File: src/rtl/posit_norm_ctrl_if.sv
`default_nettype none
// ============================================================================
//  Module   : posit_norm_ctrl_if
//  Purpose  : Valid/ready request and result bundle of the POSIT
//             normalization controller.
//  Revision : 1.0  initial release
// ============================================================================
interface posit_norm_ctrl_if #(
  parameter int BITS = 32,
  parameter int SW   = $clog2(BITS)
);
  logic            in_valid;
  logic            in_ready;
  logic [BITS-1:0] in_data;
  logic            out_valid;
  logic            out_ready;
  logic [BITS-1:0] out_data;
  logic [SW-1:0]   out_shift;
  logic            out_zero;

  // Producer/consumer side, i.e. the neighbouring pipeline stages
  modport master (
    output in_valid, in_data, out_ready,
    input  in_ready, out_valid, out_data, out_shift, out_zero
  );

  // Normalization controller side
  modport slave (
    input  in_valid, in_data, out_ready,
    output in_ready, out_valid, out_data, out_shift, out_zero
  );
endinterface
`default_nettype wire

File: src/rtl/posit_norm_ctrl.sv
`default_nettype none
// ============================================================================
//  Module   : posit_norm_ctrl
//  Purpose  : Multi-cycle leading-zero normalizer. Shifts the accepted word
//             left by at most MAX_STEP bits per cycle through a one-hot-mask
//             shifter until its MSB is set, then offers the normalized word,
//             total shift and zero flag on a valid/ready handshake.
//  Revision : 1.0  initial release
// ============================================================================
module posit_norm_ctrl #(
  parameter int BITS     = 32,
  parameter int MAX_STEP = 8,
  parameter int SW       = $clog2(BITS)
) (
  input  wire               clk,
  input  wire               rst_n,
  posit_norm_ctrl_if.slave  bus
);

  // Leading-zero count must be able to represent BITS (all-zero word)
  localparam int LZW = $clog2(BITS + 1);

  typedef enum logic [1:0] {
    ST_IDLE  = 2'd0,
    ST_SHIFT = 2'd1,
    ST_DONE  = 2'd2
  } state_t;

  state_t          state_q;
  logic [BITS-1:0] work_q;
  logic [SW-1:0]   acc_q;
  logic            zflag_q;
  logic            out_valid_q;

  logic [LZW-1:0]  w_lz;
  logic [LZW-1:0]  w_step;
  logic            w_shift_en;
  logic [BITS-1:0] w_mask;
  logic [BITS-1:0] w_shifted;

  // Leading-zero count of the working word; the highest set bit wins
  always_comb begin
    w_lz = LZW'(BITS);
    for (int i = 0; i < BITS; i++) begin
      if (work_q[i]) begin
        w_lz = LZW'(BITS - 1 - i);
      end
    end
  end

  // Step size clipped to MAX_STEP; a step is only taken on a nonzero,
  // not-yet-normalized word so the mask is never all-zero while shifting
  always_comb begin
    w_step     = (w_lz > LZW'(MAX_STEP)) ? LZW'(MAX_STEP) : w_lz;
    w_shift_en = (state_q == ST_SHIFT) && (work_q != '0) && (w_lz != '0);
    w_mask     = '0;
    for (int p = 1; p < BITS; p++) begin
      if (w_shift_en && (int'(w_step) == BITS - p)) begin
        w_mask[p] = 1'b1;
      end
    end
  end

  // One-hot-mask shifter: mask bit p selects a left shift by BITS-p
  always_comb begin
    w_shifted = '0;
    for (int p = 1; p < BITS; p++) begin
      if (w_mask[p]) begin
        w_shifted = w_shifted | (work_q << (BITS - p));
      end
    end
  end

  // Control FSM with registered result and valid
  always_ff @(posedge clk or negedge rst_n) begin
    if (!rst_n) begin
      state_q     <= ST_IDLE;
      work_q      <= '0;
      acc_q       <= '0;
      zflag_q     <= 1'b0;
      out_valid_q <= 1'b0;
    end else begin
      case (state_q)
        ST_IDLE: begin
          if (bus.in_valid) begin
            work_q  <= bus.in_data;
            acc_q   <= '0;
            zflag_q <= 1'b0;
            state_q <= ST_SHIFT;
          end
        end
        ST_SHIFT: begin
          if (work_q == '0) begin
            zflag_q     <= 1'b1;
            acc_q       <= '0;
            out_valid_q <= 1'b1;
            state_q     <= ST_DONE;
          end else if (w_lz == '0) begin
            out_valid_q <= 1'b1;
            state_q     <= ST_DONE;
          end else begin
            work_q <= w_shifted;
            acc_q  <= acc_q + SW'(w_step);
          end
        end
        ST_DONE: begin
          if (bus.out_ready) begin
            out_valid_q <= 1'b0;
            if (bus.in_valid) begin
              // Back-to-back: next job loads on the same edge the result leaves
              work_q  <= bus.in_data;
              acc_q   <= '0;
              zflag_q <= 1'b0;
              state_q <= ST_SHIFT;
            end else begin
              state_q <= ST_IDLE;
            end
          end
        end
        default: begin
          out_valid_q <= 1'b0;
          state_q     <= ST_IDLE;
        end
      endcase
    end
  end

  // out_ready reaches in_ready combinationally so a finished job never stalls
  assign bus.in_ready  = (state_q == ST_IDLE) || ((state_q == ST_DONE) && bus.out_ready);
  assign bus.out_valid = out_valid_q;
  assign bus.out_data  = work_q;
  assign bus.out_shift = acc_q;
  assign bus.out_zero  = zflag_q;

endmodule
`default_nettype wire

File: src/flat_wrapper.sv
// flat-port wrapper written by rule: the top's interface ports become plain ports
module posit_norm_ctrl_flat 
#(
  parameter int BITS     = 32,
  parameter int MAX_STEP = 8,
  parameter int SW       = $clog2(BITS)
)
  (clk, rst_n, bus_in_valid, bus_in_data, bus_out_ready, bus_in_ready, bus_out_valid, bus_out_data, bus_out_shift, bus_out_zero);
  posit_norm_ctrl_if #(.BITS(BITS), .SW(SW)) bus_i ();
  input  wire clk;
  input  wire rst_n;
  input wire logic [$bits(bus_i.in_valid)-1:0] bus_in_valid;
  input wire logic [$bits(bus_i.in_data)-1:0] bus_in_data;
  input wire logic [$bits(bus_i.out_ready)-1:0] bus_out_ready;
  output wire logic [$bits(bus_i.in_ready)-1:0] bus_in_ready;
  output wire logic [$bits(bus_i.out_valid)-1:0] bus_out_valid;
  output wire logic [$bits(bus_i.out_data)-1:0] bus_out_data;
  output wire logic [$bits(bus_i.out_shift)-1:0] bus_out_shift;
  output wire logic [$bits(bus_i.out_zero)-1:0] bus_out_zero;
  assign bus_i.in_valid = bus_in_valid;
  assign bus_i.in_data = bus_in_data;
  assign bus_i.out_ready = bus_out_ready;
  assign bus_in_ready = bus_i.in_ready;
  assign bus_out_valid = bus_i.out_valid;
  assign bus_out_data = bus_i.out_data;
  assign bus_out_shift = bus_i.out_shift;
  assign bus_out_zero = bus_i.out_zero;
  posit_norm_ctrl #(.BITS(BITS), .MAX_STEP(MAX_STEP), .SW(SW)) u_core (.clk(clk), .rst_n(rst_n), .bus(bus_i));
endmodule
File: config.mk
export PLATFORM = sky130hd
export DESIGN_NAME = posit_norm_ctrl_flat
export DESIGN_NICKNAME = d
export VERILOG_FILES = /design/src/rtl/posit_norm_ctrl_if.sv /design/src/rtl/posit_norm_ctrl.sv /design/src/flat_wrapper.sv
export SDC_FILE = /design/constraint.sdc
export NUM_CORES = 1
export LEC_CHECK = 0
export BUFFER_PORTS_ARGS = -buffer_cell sky130_fd_sc_hd__buf_2
export CAP_MARGIN = 20
export CELL_PAD_IN_SITES_DETAIL_PLACEMENT = 0
export CELL_PAD_IN_SITES_GLOBAL_PLACEMENT = 1
export CORE_ASPECT_RATIO = 1.2
export CORE_MARGIN = 8
export CORE_UTILIZATION = 45
export DETAILED_ROUTE_END_ITERATION = 12
export GPL_TIMING_DRIVEN = 0
export PLACE_DENSITY = 0.95
export SLEW_MARGIN = 25
export SYNTH_ARGS = -nofsm -noshare
export SYNTH_HDL_FRONTEND = slang
export SYNTH_SLANG_ARGS = --single-unit
File: constraint.sdc
create_clock -name clk -period 9.1 [get_ports clk]
set_input_delay 0.91 -clock clk [delete_from_list [all_inputs] [get_ports clk]]
set_output_delay 0.91 -clock clk [all_outputs]
set_load 0.01 [all_outputs]
### After elaboration in Yosys (flattened, before gate mapping)

Cells that the tools add are included.

* RAM bits: 0
* flip-flop bits (word level): 41
* memory bits (read-only): 0
* output and inout bits: 40
* word-level logic and storage cells: 243
* bits of input ports: 36
* memories: 0
* bits in latches: 0

* multiply operators: 0
* bitwise logic cells: 31
* reductions and logical operators: 46
* $lt $le $gt $ge: 1
* div/mod/pow operators: 0
* mux-type cells: 119
* $add $sub $neg: 1
* shift operators: 0
* eq/ne operators: 40

Operator list (number)
* 32-bit two-way mux: 35
* 32-bit bitwise OR: 30
* 6-bit two-way mux: 33
* 6-bit == test (second input constant): 16
* 32-bit case mux with 3 select lines: 1
* 6-bit by 5-bit == test with 1-bit output (second input constant): 8
* 1-bit two-way mux: 38
* 1-bit logical AND: 34
* 32-bit logical NOT: 1
* 32-bit nonzero test: 1
* 6-bit by 4-bit == test with 1-bit output (second input constant): 4
* 5-bit two-way mux: 4
* 5-bit case mux with 3 select lines: 1
* 6-bit by 3-bit == test with 1-bit output (second input constant): 2
* 3-bit AND reduction: 4
* 2-bit != test (second input constant): 5
* 2-bit two-way mux: 4
* 6-bit by 2-bit == test with 1-bit output (second input constant): 1
* 6-bit by 4-bit greater-than comparator with 1-bit output (second input constant): 1
* 6-bit logical NOT: 1
* 3-bit != test (second input constant): 2
* 1-bit case mux with 3 select lines: 2
* 2-bit case mux with 3 select lines: 1
* 6-bit nonzero test: 1
* other kinds (8): 8

### Longest topological paths before layout

Gate-level depths: netlist of the first run.

* depth after elaboration: 101
* mapped depth: 15

### Worst setup path after synthesis of the first run

Ideal clock, no wire load.

* path type: reg2reg
* start: register u_core.work_q[8], in the netlist u_core.bus.out_data[8]
* end: register u_core.acc_q[4], in the netlist u_core.bus.out_shift[4]
* clock period less this slack: 3.291 ns
* stages on the path, launching flop included: 15
* data arrival time: 3.164 ns
* slack: 5.809 ns
* path buffers: 3
* setup time: 0.126 ns
* cell sequence: dfrtp_1 clkbuf_1 or3b_1 o211ai_1 a21oi_1 o211ai_1 buf_2 clkbuf_1 nor3_1 ha_1 fa_1 a21o_1 a21oi_1 nor4_1 a311o_1

* longest elaborated chain between the ends: 30

Ends and longest elaborated chain
* start: declaration: RTL line posit_norm_ctrl.sv:30 `logic [BITS-1:0] work_q;`
* start signal: assignment: RTL line posit_norm_ctrl.sv:86 `work_q <= bus.in_data;`
* start signal: assignment: RTL line posit_norm_ctrl.sv:102 `work_q <= w_shifted;`
* start signal: assignment: RTL line posit_norm_ctrl.sv:111 `work_q <= bus.in_data;`
* 6-bit two-way mux (24 in series): RTL line posit_norm_ctrl.sv:45 `if (work_q[i]) begin`
* 6-bit by 4-bit greater-than comparator with 1-bit output: RTL line posit_norm_ctrl.sv:54 `w_step = (w_lz > LZW'(MAX_STEP)) ? LZW'(MAX_STEP) : w_lz;`
* 6-bit two-way mux: RTL line posit_norm_ctrl.sv:54
* 5-bit adder: RTL line posit_norm_ctrl.sv:103 `acc_q <= acc_q + SW'(w_step);`
* 5-bit two-way mux: RTL line posit_norm_ctrl.sv:98 `end else if (w_lz == '0) begin`
* 5-bit two-way mux: RTL line posit_norm_ctrl.sv:93 `if (work_q == '0) begin`
* 5-bit case mux with 3 select lines: RTL line posit_norm_ctrl.sv:83 `case (state_q)`
* end signal: assignment: RTL line posit_norm_ctrl.sv:103
* end: declaration: RTL line posit_norm_ctrl.sv:31 `logic [SW-1:0] acc_q;`

Several ways; a longest one is shown, not always the timed one. The select of a mux whose other input is x is not followed.
A chain may end at the register's enable or synchronous reset.

### Final worst setup path of the first run

* start: register u_core.work_q[26], in the netlist u_core.bus.out_data[26]
* end: register u_core.acc_q[4], in the netlist u_core.bus.out_shift[4]

* longest elaborated chain between the ends: 12

Ends and longest elaborated chain (RTL line)
* 6-bit two-way mux (6 in series): posit_norm_ctrl.sv:45
* 6-bit by 4-bit greater-than comparator with 1-bit output: posit_norm_ctrl.sv:54
* 6-bit two-way mux: posit_norm_ctrl.sv:54
* 5-bit adder: posit_norm_ctrl.sv:103
* 5-bit two-way mux: posit_norm_ctrl.sv:98
* 5-bit two-way mux: posit_norm_ctrl.sv:93
* 5-bit case mux with 3 select lines: posit_norm_ctrl.sv:83

Several ways; a longest one is shown, not always the timed one. The select of a mux whose other input is x is not followed.

==> results of run 1 <==
## how the worst max path moves through the flow
stage	start	to	slack (ps)	cells after the start
2_1_floorplan	u_core.bus.out_data[8]$_DFFE_PN0P_	u_core.bus.out_shift[4]$_DFFE_PN0P_	5810	14
3_5_place_dp	u_core.bus.out_data[26]$_DFFE_PN0P_	u_core.bus.out_shift[4]$_DFFE_PN0P_	4980	13
3_3_place_gp	u_core.bus.out_data[26]$_DFFE_PN0P_	u_core.bus.out_shift[4]$_DFFE_PN0P_	4920	13
5_1_grt	u_core.bus.out_data[26]$_DFFE_PN0P_	u_core.bus.out_shift[4]$_DFFE_PN0P_	4710	13
6_report	u_core.bus.out_data[26]$_DFFE_PN0P_	u_core.bus.out_shift[4]$_DFFE_PN0P_	4840	13
4_1_cts	u_core.bus.out_data[26]$_DFFE_PN0P_	u_core.bus.out_shift[4]$_DFFE_PN0P_	4940	13
## final cells by class
cell class                 count  share of cell area [%]
timing repair buffer          75                    8.01
multi-input combinational    399                    57.7
sequential                    41                    21.8
inverter                      12                   0.955
buffer                        69                    6.55
tap                          120                    3.18
clock buffer                   7                    1.83
## cells by family (layout without fill, tap and decap cells)
logic type               Yosys count  after routing
AO/OA/AOI/OAI                    208            208
adder cells (fa/ha/maj)            5              5
XOR/XNOR                           2              2
buffers and inverters             81            163
AND/OR/NAND/NOR                  168            168
flip-flops                        41             41
multiplexers                      16             16
## registers in the layout (all words and copies together), names as in the netlist
register / count
u_core.bus.out_zero: 1
u_core.bus.out_shift: 5
u_core.bus.out_data: 32
u_core.bus.out_valid: 1
u_core.state_q: 2
## metal layers
metal | vias up | GRT usage, % | wire length, um
li1 | 2176 | - | -
met1 | 2440 | 42.0 | 7580
met2 | 422 | 51.3 | 9270
met3 | 107 | 7.07 | 2460
met4 | 0 | 18.5 | 1190
met5 | - | 0 | 0
## synth_stat cells, types with 5 or more instances
| cell type | number |
|---|---|
| a21o_1 | 5 |
| a21oi_1 | 34 |
| a221o_1 | 11 |
| a221oi_1 | 13 |
| a221oi_2 | 15 |
| a22o_1 | 5 |
| a22oi_1 | 13 |
| a31oi_1 | 9 |
| a32o_1 | 7 |
| a32oi_1 | 8 |
| and2_1 | 5 |
| and3_1 | 8 |
| buf_2 | 13 |
| clkbuf_1 | 51 |
| dfrtp_1 | 41 |
| inv_1 | 12 |
| mux2_2 | 13 |
| nand2_1 | 49 |
| nand2b_1 | 6 |
| nand3_1 | 7 |
| nor2_1 | 29 |
| nor2b_1 | 11 |
| nor3_1 | 14 |
| nor4_1 | 8 |
| o211ai_1 | 10 |
| o21ai_0 | 34 |
| o21ai_1 | 6 |
| o22ai_1 | 8 |
| or3_1 | 20 |
## worst max-delay path, delay by kind of cell (launching register included)
family | cells | cell delay [ps]
fa+ha+maj | 2 | 680
simple gates | 3 | 690
compound gates | 5 | 1220
flops | 1 | 390
buf+inv | 3 | 1150
## per-stage QoR
stage / area, um2 / worst slack, ps
6_report: 4720 / 4840
2_1_floorplan: 4100 / 5810
4_1_cts: 4710 / 4940
3_3_place_gp: 4630 / 4920
3_5_place_dp: 4630 / 4980
5_1_grt: 4720 / 4710
## power breakdown
part | internal (mW) | switching [mW] | total, mW
clock network | 0.0604 | 0.0714 | 0.132
registers | 0.270 | 0.0882 | 0.358
logic | 0.409 | 0.878 | 1.29
total | 0.739 | 1.04 | 1.78
==> results.md, run 1 <==
- GR Overflow Total: 0
- Cell taking the most area after synthesis: dfrtp_1
- Final #Nets: 644
- CP arrival: 4450 ps
- Post-Synth Adder-Cell Area: 1.71%
- Setup Crit Path Kind: flop to flop
- Worst hold slack: 503 ps
- Post-synth top area share: 25.0%
- Hold Path Class: flop to flop
- Cts bufs inserted: 5
- Reg2reg path depth: 13
- Hold EP: u_core.bus.out_zero$_DFFE_PN0P_
- Max Clock Freq: 0.235 GHz
- DIE WIDTH: 103 um
- Clock Skew: 13.5 ps
- Fillers: 955
- Number of max-cap violations: 0
- Worst R2R Setup Slack: 4840 ps
- Tmin final: 4260 ps
- Most used DFF post-synth: dfrtp_1
- Syn nets: 562
- Critical-path top delay cell: clkbuf_1
- Static leakage: 1.88 nW
- TritonRoute pass-1 iters: 5
- Largest cells by area after synthesis: dfrtp_1 (25%), a221oi_2 (5.5%), clkbuf_1 (4.7%)
- Register area share after synthesis: 25.0%
- Synthesized cell area: 0.00410 mm2
- First-pass GRT wire length: 30900 um
- Status: finished clean
- DR WL/cell: 28.4 um
- Residual DRC count: 0
- RSZ-0062 raised after global routing: false
- CP endpoint kind: flop
- Fin util: 52.8%
- Synth async-reset ratio: 100%
- Synth Instances: 521
- Number of flops mapped to enable cells by yosys: 0
- Area grow syn2layout: 15.0%
- Worst Path Max Fanout: 10
- Synth Area in XOR/XNOR: 0.427%
- Clk slew on worst S/H paths: 80 ps
- Mux cell area share after synthesis: 4.36%
- Final Setup Violations: 0
- Hpwl dp: 14100 um
- Die H: 121 um
- Multi-input gate area: 0.00272 mm2
- Synth Area per Inst: 7.87 um2
- Vias in the first global route: 5178
- Hold Vio Cnt, Final: 0
- Die Area: 0.0124 mm2
- Core area: 0.00894 mm2
- Reg2reg end: u_core.bus.out_shift[4]$_DFFE_PN0P_
- GRT Util Overall: 33.3%
- Clk sinks: 41
- H-tree Lvls: 2
- Setup Buffers After CTS: 0
- Largest net degree at the start of global routing: 42
- Drt initial violations: 841
- Slew HR: 27.8%
- Post-CTS sizing: 0
- Layout cell share with drive strength beyond 1: 22.4%
- Pwr dens: 377 mW/mm2
- CTS Hold Bufs: 0
- IO buf count: 75
- Hold path start: u_core.bus.out_zero$_DFFE_PN0P_
- CP Data Required Time: 9300 ps
- IO Pins: 76
- FF+latch area: 0.00103 mm2
- Row cnt: 38
- Least-Margin Pin Slew: 1070 ps
- Synth warn: 0
- Antenna-violating nets left: 0
- Inst Count DP: 716
- Commonest non-fill, non-tap cell in the layout: buf_2
- Initial antenna violation count: 0
- Simple-gate share of the synthesized area: 21.1%
- # diodes: 0
- Largest family of logic cells by synthesized area: compound AO/OA/AOI/OAI gates
- Startpoint Class: flop
- Peak supply drop: 0.000211 V
- Max stage delay on crit path: 540 ps
- Most frequent cells in the layout: buf_2 (87), clkbuf_1 (52), nand2_1 (49)
- Power, Total: 1.78 mW
- Via density per instance: 7.12
- Library cells used by synthesis: 67
- Routability cong.: 1.00
- Max-slew violations: 0
- Final period util: 46.8%
- Synth Area in Compound Gates: 38.8%
- Routed WL: 20500 um
- Setup TNS: 0 ps
- Clock root cell: clkbuf_8
- Initial Util: 45.9%
- Post-Layout Cell Count: 723
- Seq cells post-synth: 41
- Hold path depth: 1
- CTS tree: done
- Critical path, cell by cell: clkbuf_1, nor3_1, o2111ai_1, o211ai_1, buf_2, clkbuf_1, nor3_1, ha_1, fa_1, a21o_1, a21oi_1, nor4_1, a311o_1
- Clock Path Buffers: 2
- Critical R2R Launch: u_core.bus.out_data[26]$_DFFE_PN0P_
- Clock latency at the later pin of the worst-skew pair: 320 ps
- DR vias: 5145
Note: power is estimated with default switching activity, not from simulation.
==> inputs of run 2 (changes only) <==
CORE_UTILIZATION = 42   (was 45)
PLACE_DENSITY = 0.9   (was 0.95)
clock period = 4.4 ns   (was 9.1 ns; I/O delays follow)
==> run 2 against run 1 <==
  * Clock power grew to 3.4 times the previous value
  * Cell count is 0.41% higher
  * Global-route usage is 2.4 points lower
  * Worst setup slack worse by 4300 ps
  * Maximum frequency is 12% higher
  * Core utilization is 2.3 points lower
  * Via count is 1.6% higher
  * Flip-flop and latch count stayed put
  * Critical endpoint unchanged
  * Highest routed layer unchanged
==> results.md, run 2 (synthesis gave the netlist of run 1 again) <==
- Tmin final: 3820 ps
- Residual DRC count: 0
- H-tree Lvls: 2
- Clk sinks: 41
- GRT Util Overall: 30.9%
- Peak supply drop: 0.000348 V
- Clock root cell: clkbuf_16
- Layout cell share with drive strength beyond 1: 22.7%
- Hold Vio Cnt, Final: 0
- Routed WL: 20900 um
- DR vias: 5227
- Final period util: 86.7%
- Clock Skew: 8.28 ps
- DP Area: 0.00463 mm2
- Clock latency at the later pin of the worst-skew pair: 300 ps
- Commonest non-fill, non-tap cell in the layout: buf_2
- Row cnt: 39
- Drt initial violations: 653
- Clock Path Buffers: 2
- Setup TNS: 0 ps
- Most frequent cells in the layout: buf_2 (87), clkbuf_1 (50), nand2_1 (49)
- Multi-input gate area: 0.00272 mm2
- CP endpoint kind: flop
- Static leakage: 1.92 nW
- Core area: 0.00952 mm2
- DR WL/cell: 28.8 um
- Hold Path Class: input port to async pin
- IO buf count: 75
- Max-slew violations: 0
- Pwr dens: 803 mW/mm2
- Via density per instance: 7.20
- Fillers: 1001
- CP Data Required Time: 4630 ps
- GR Overflow Total: 0
- Die Area: 0.0132 mm2
- CTS tree: done
- Reg2reg path depth: 13
- CTS Hold Bufs: 0
- Vias in the first global route: 5260
- RSZ-0062 raised after global routing: false
- Cts bufs inserted: 5
- TritonRoute pass-1 iters: 9
- Die H: 124 um
- Startpoint Class: flop
- Max Clock Freq: 0.262 GHz
- CP arrival: 4050 ps
- Initial antenna violation count: 0
- Hpwl dp: 14500 um
- Design area: 0.00480 mm2
- Setup Crit Path Kind: flop to flop
- FF+latch area: 0.00103 mm2
- Power, Total: 3.85 mW
- Number of max-cap violations: 0
- Post-Layout Cell Count: 726
- # diodes: 0
- Largest net degree at the start of global routing: 42
- DIE WIDTH: 106 um
- Final #Nets: 643
- Area grow syn2layout: 17.1%
- IO Pins: 76
- Setup Buffers After CTS: 0
- Inst Count DP: 719
- Largest register FFs: 32
- Post-CTS sizing: 0
- Final Setup Violations: 0
- Worst Path Max Fanout: 10
- Least-Margin Pin Slew: 822 ps
- Antenna-violating nets left: 0
- Slew HR: 45.2%
- Routability cong.: 0.978
- Worst hold slack: 146 ps
- Status: finished clean
- Clk slew on worst S/H paths: 70 ps
- Initial Util: 43.1%
- First-pass GRT wire length: 31500 um
## run 2: cell count changes in the layout (fill, tap and decap cells not counted), sizes merged
cell | previous run | this run
clkinvlp | 0 | 1
clkbuf | 58 | 55
clkinv | 0 | 1
bufinv | 0 | 1
## run 2: final timing paths
kind                                                          start  slack, ps                                  end
worst max-delay path            u_core.bus.out_data[24]$_DFFE_PN0P_        580  u_core.bus.out_shift[4]$_DFFE_PN0P_
min in group clk                                     bus_in_data[0]        350   u_core.bus.out_data[0]$_DFFE_PN0P_
max in group asynchronous                                     rst_n       3860  u_core.bus.out_data[11]$_DFFE_PN0P_
worst min-delay path                                          rst_n        150  u_core.bus.out_shift[0]$_DFFE_PN0P_
worst max register to register  u_core.bus.out_data[24]$_DFFE_PN0P_        580  u_core.bus.out_shift[4]$_DFFE_PN0P_
worst min register to register      u_core.bus.out_zero$_DFFE_PN0P_        500      u_core.bus.out_zero$_DFFE_PN0P_
## run 2: critical path, cell delays in order, from the launching register on
cell	delay (ps)
dfrtp_1	430
clkbuf_1	290
nor4_1	330
nand2_1	240
inv_1	220
clkbuf_1	540
nor3_1	150
ha_1	260
fa_1	450
a21o_1	180
a21oi_1	190
nor2_1	70
nor3b_1	260
a311o_1	140
## run 2: routing by layer
| metal | routed length, um | share of wire [%] | GRT usage [%] |
|---|---|---|---|
| met4 | 1220 | 5.9 | 19.7 |
| met5 | 0 | 0 | 0 |
| met2 | 9380 | 45 | 46.3 |
| met3 | 2330 | 11 | 8.28 |
| met1 | 7960 | 38 | 38.0 |
## run 2: power by group
| group | switching, mW | internal [mW] | leakage (nW) |
|---|---|---|---|
| clock | 0.176 | 0.269 | 0.0800 |
| sequential | 0.185 | 0.558 | 0.480 |
| combinational | 1.82 | 0.842 | 1.36 |
| total | 2.19 | 1.67 | 1.92 |
## run 2: cell type report
| type | count | share of cell area [%] |
|---|---|---|
| multi-input combinational | 399 | 56.7 |
| sequential | 41 | 21.4 |
| timing repair buffer | 75 | 7.87 |
| buffer | 68 | 6.36 |
| tap | 123 | 3.21 |
| clock buffer | 5 | 2.61 |
| clock inverter | 3 | 0.964 |
| inverter | 12 | 0.938 |
## run 2: stage by stage
step	setup slack [ps]	utilization [%]
floorplan	1110	-
global placement	314	48.7
detailed placement	320	48.7
CTS	293	50.5
global route	370	50.5
finish	585	50.5
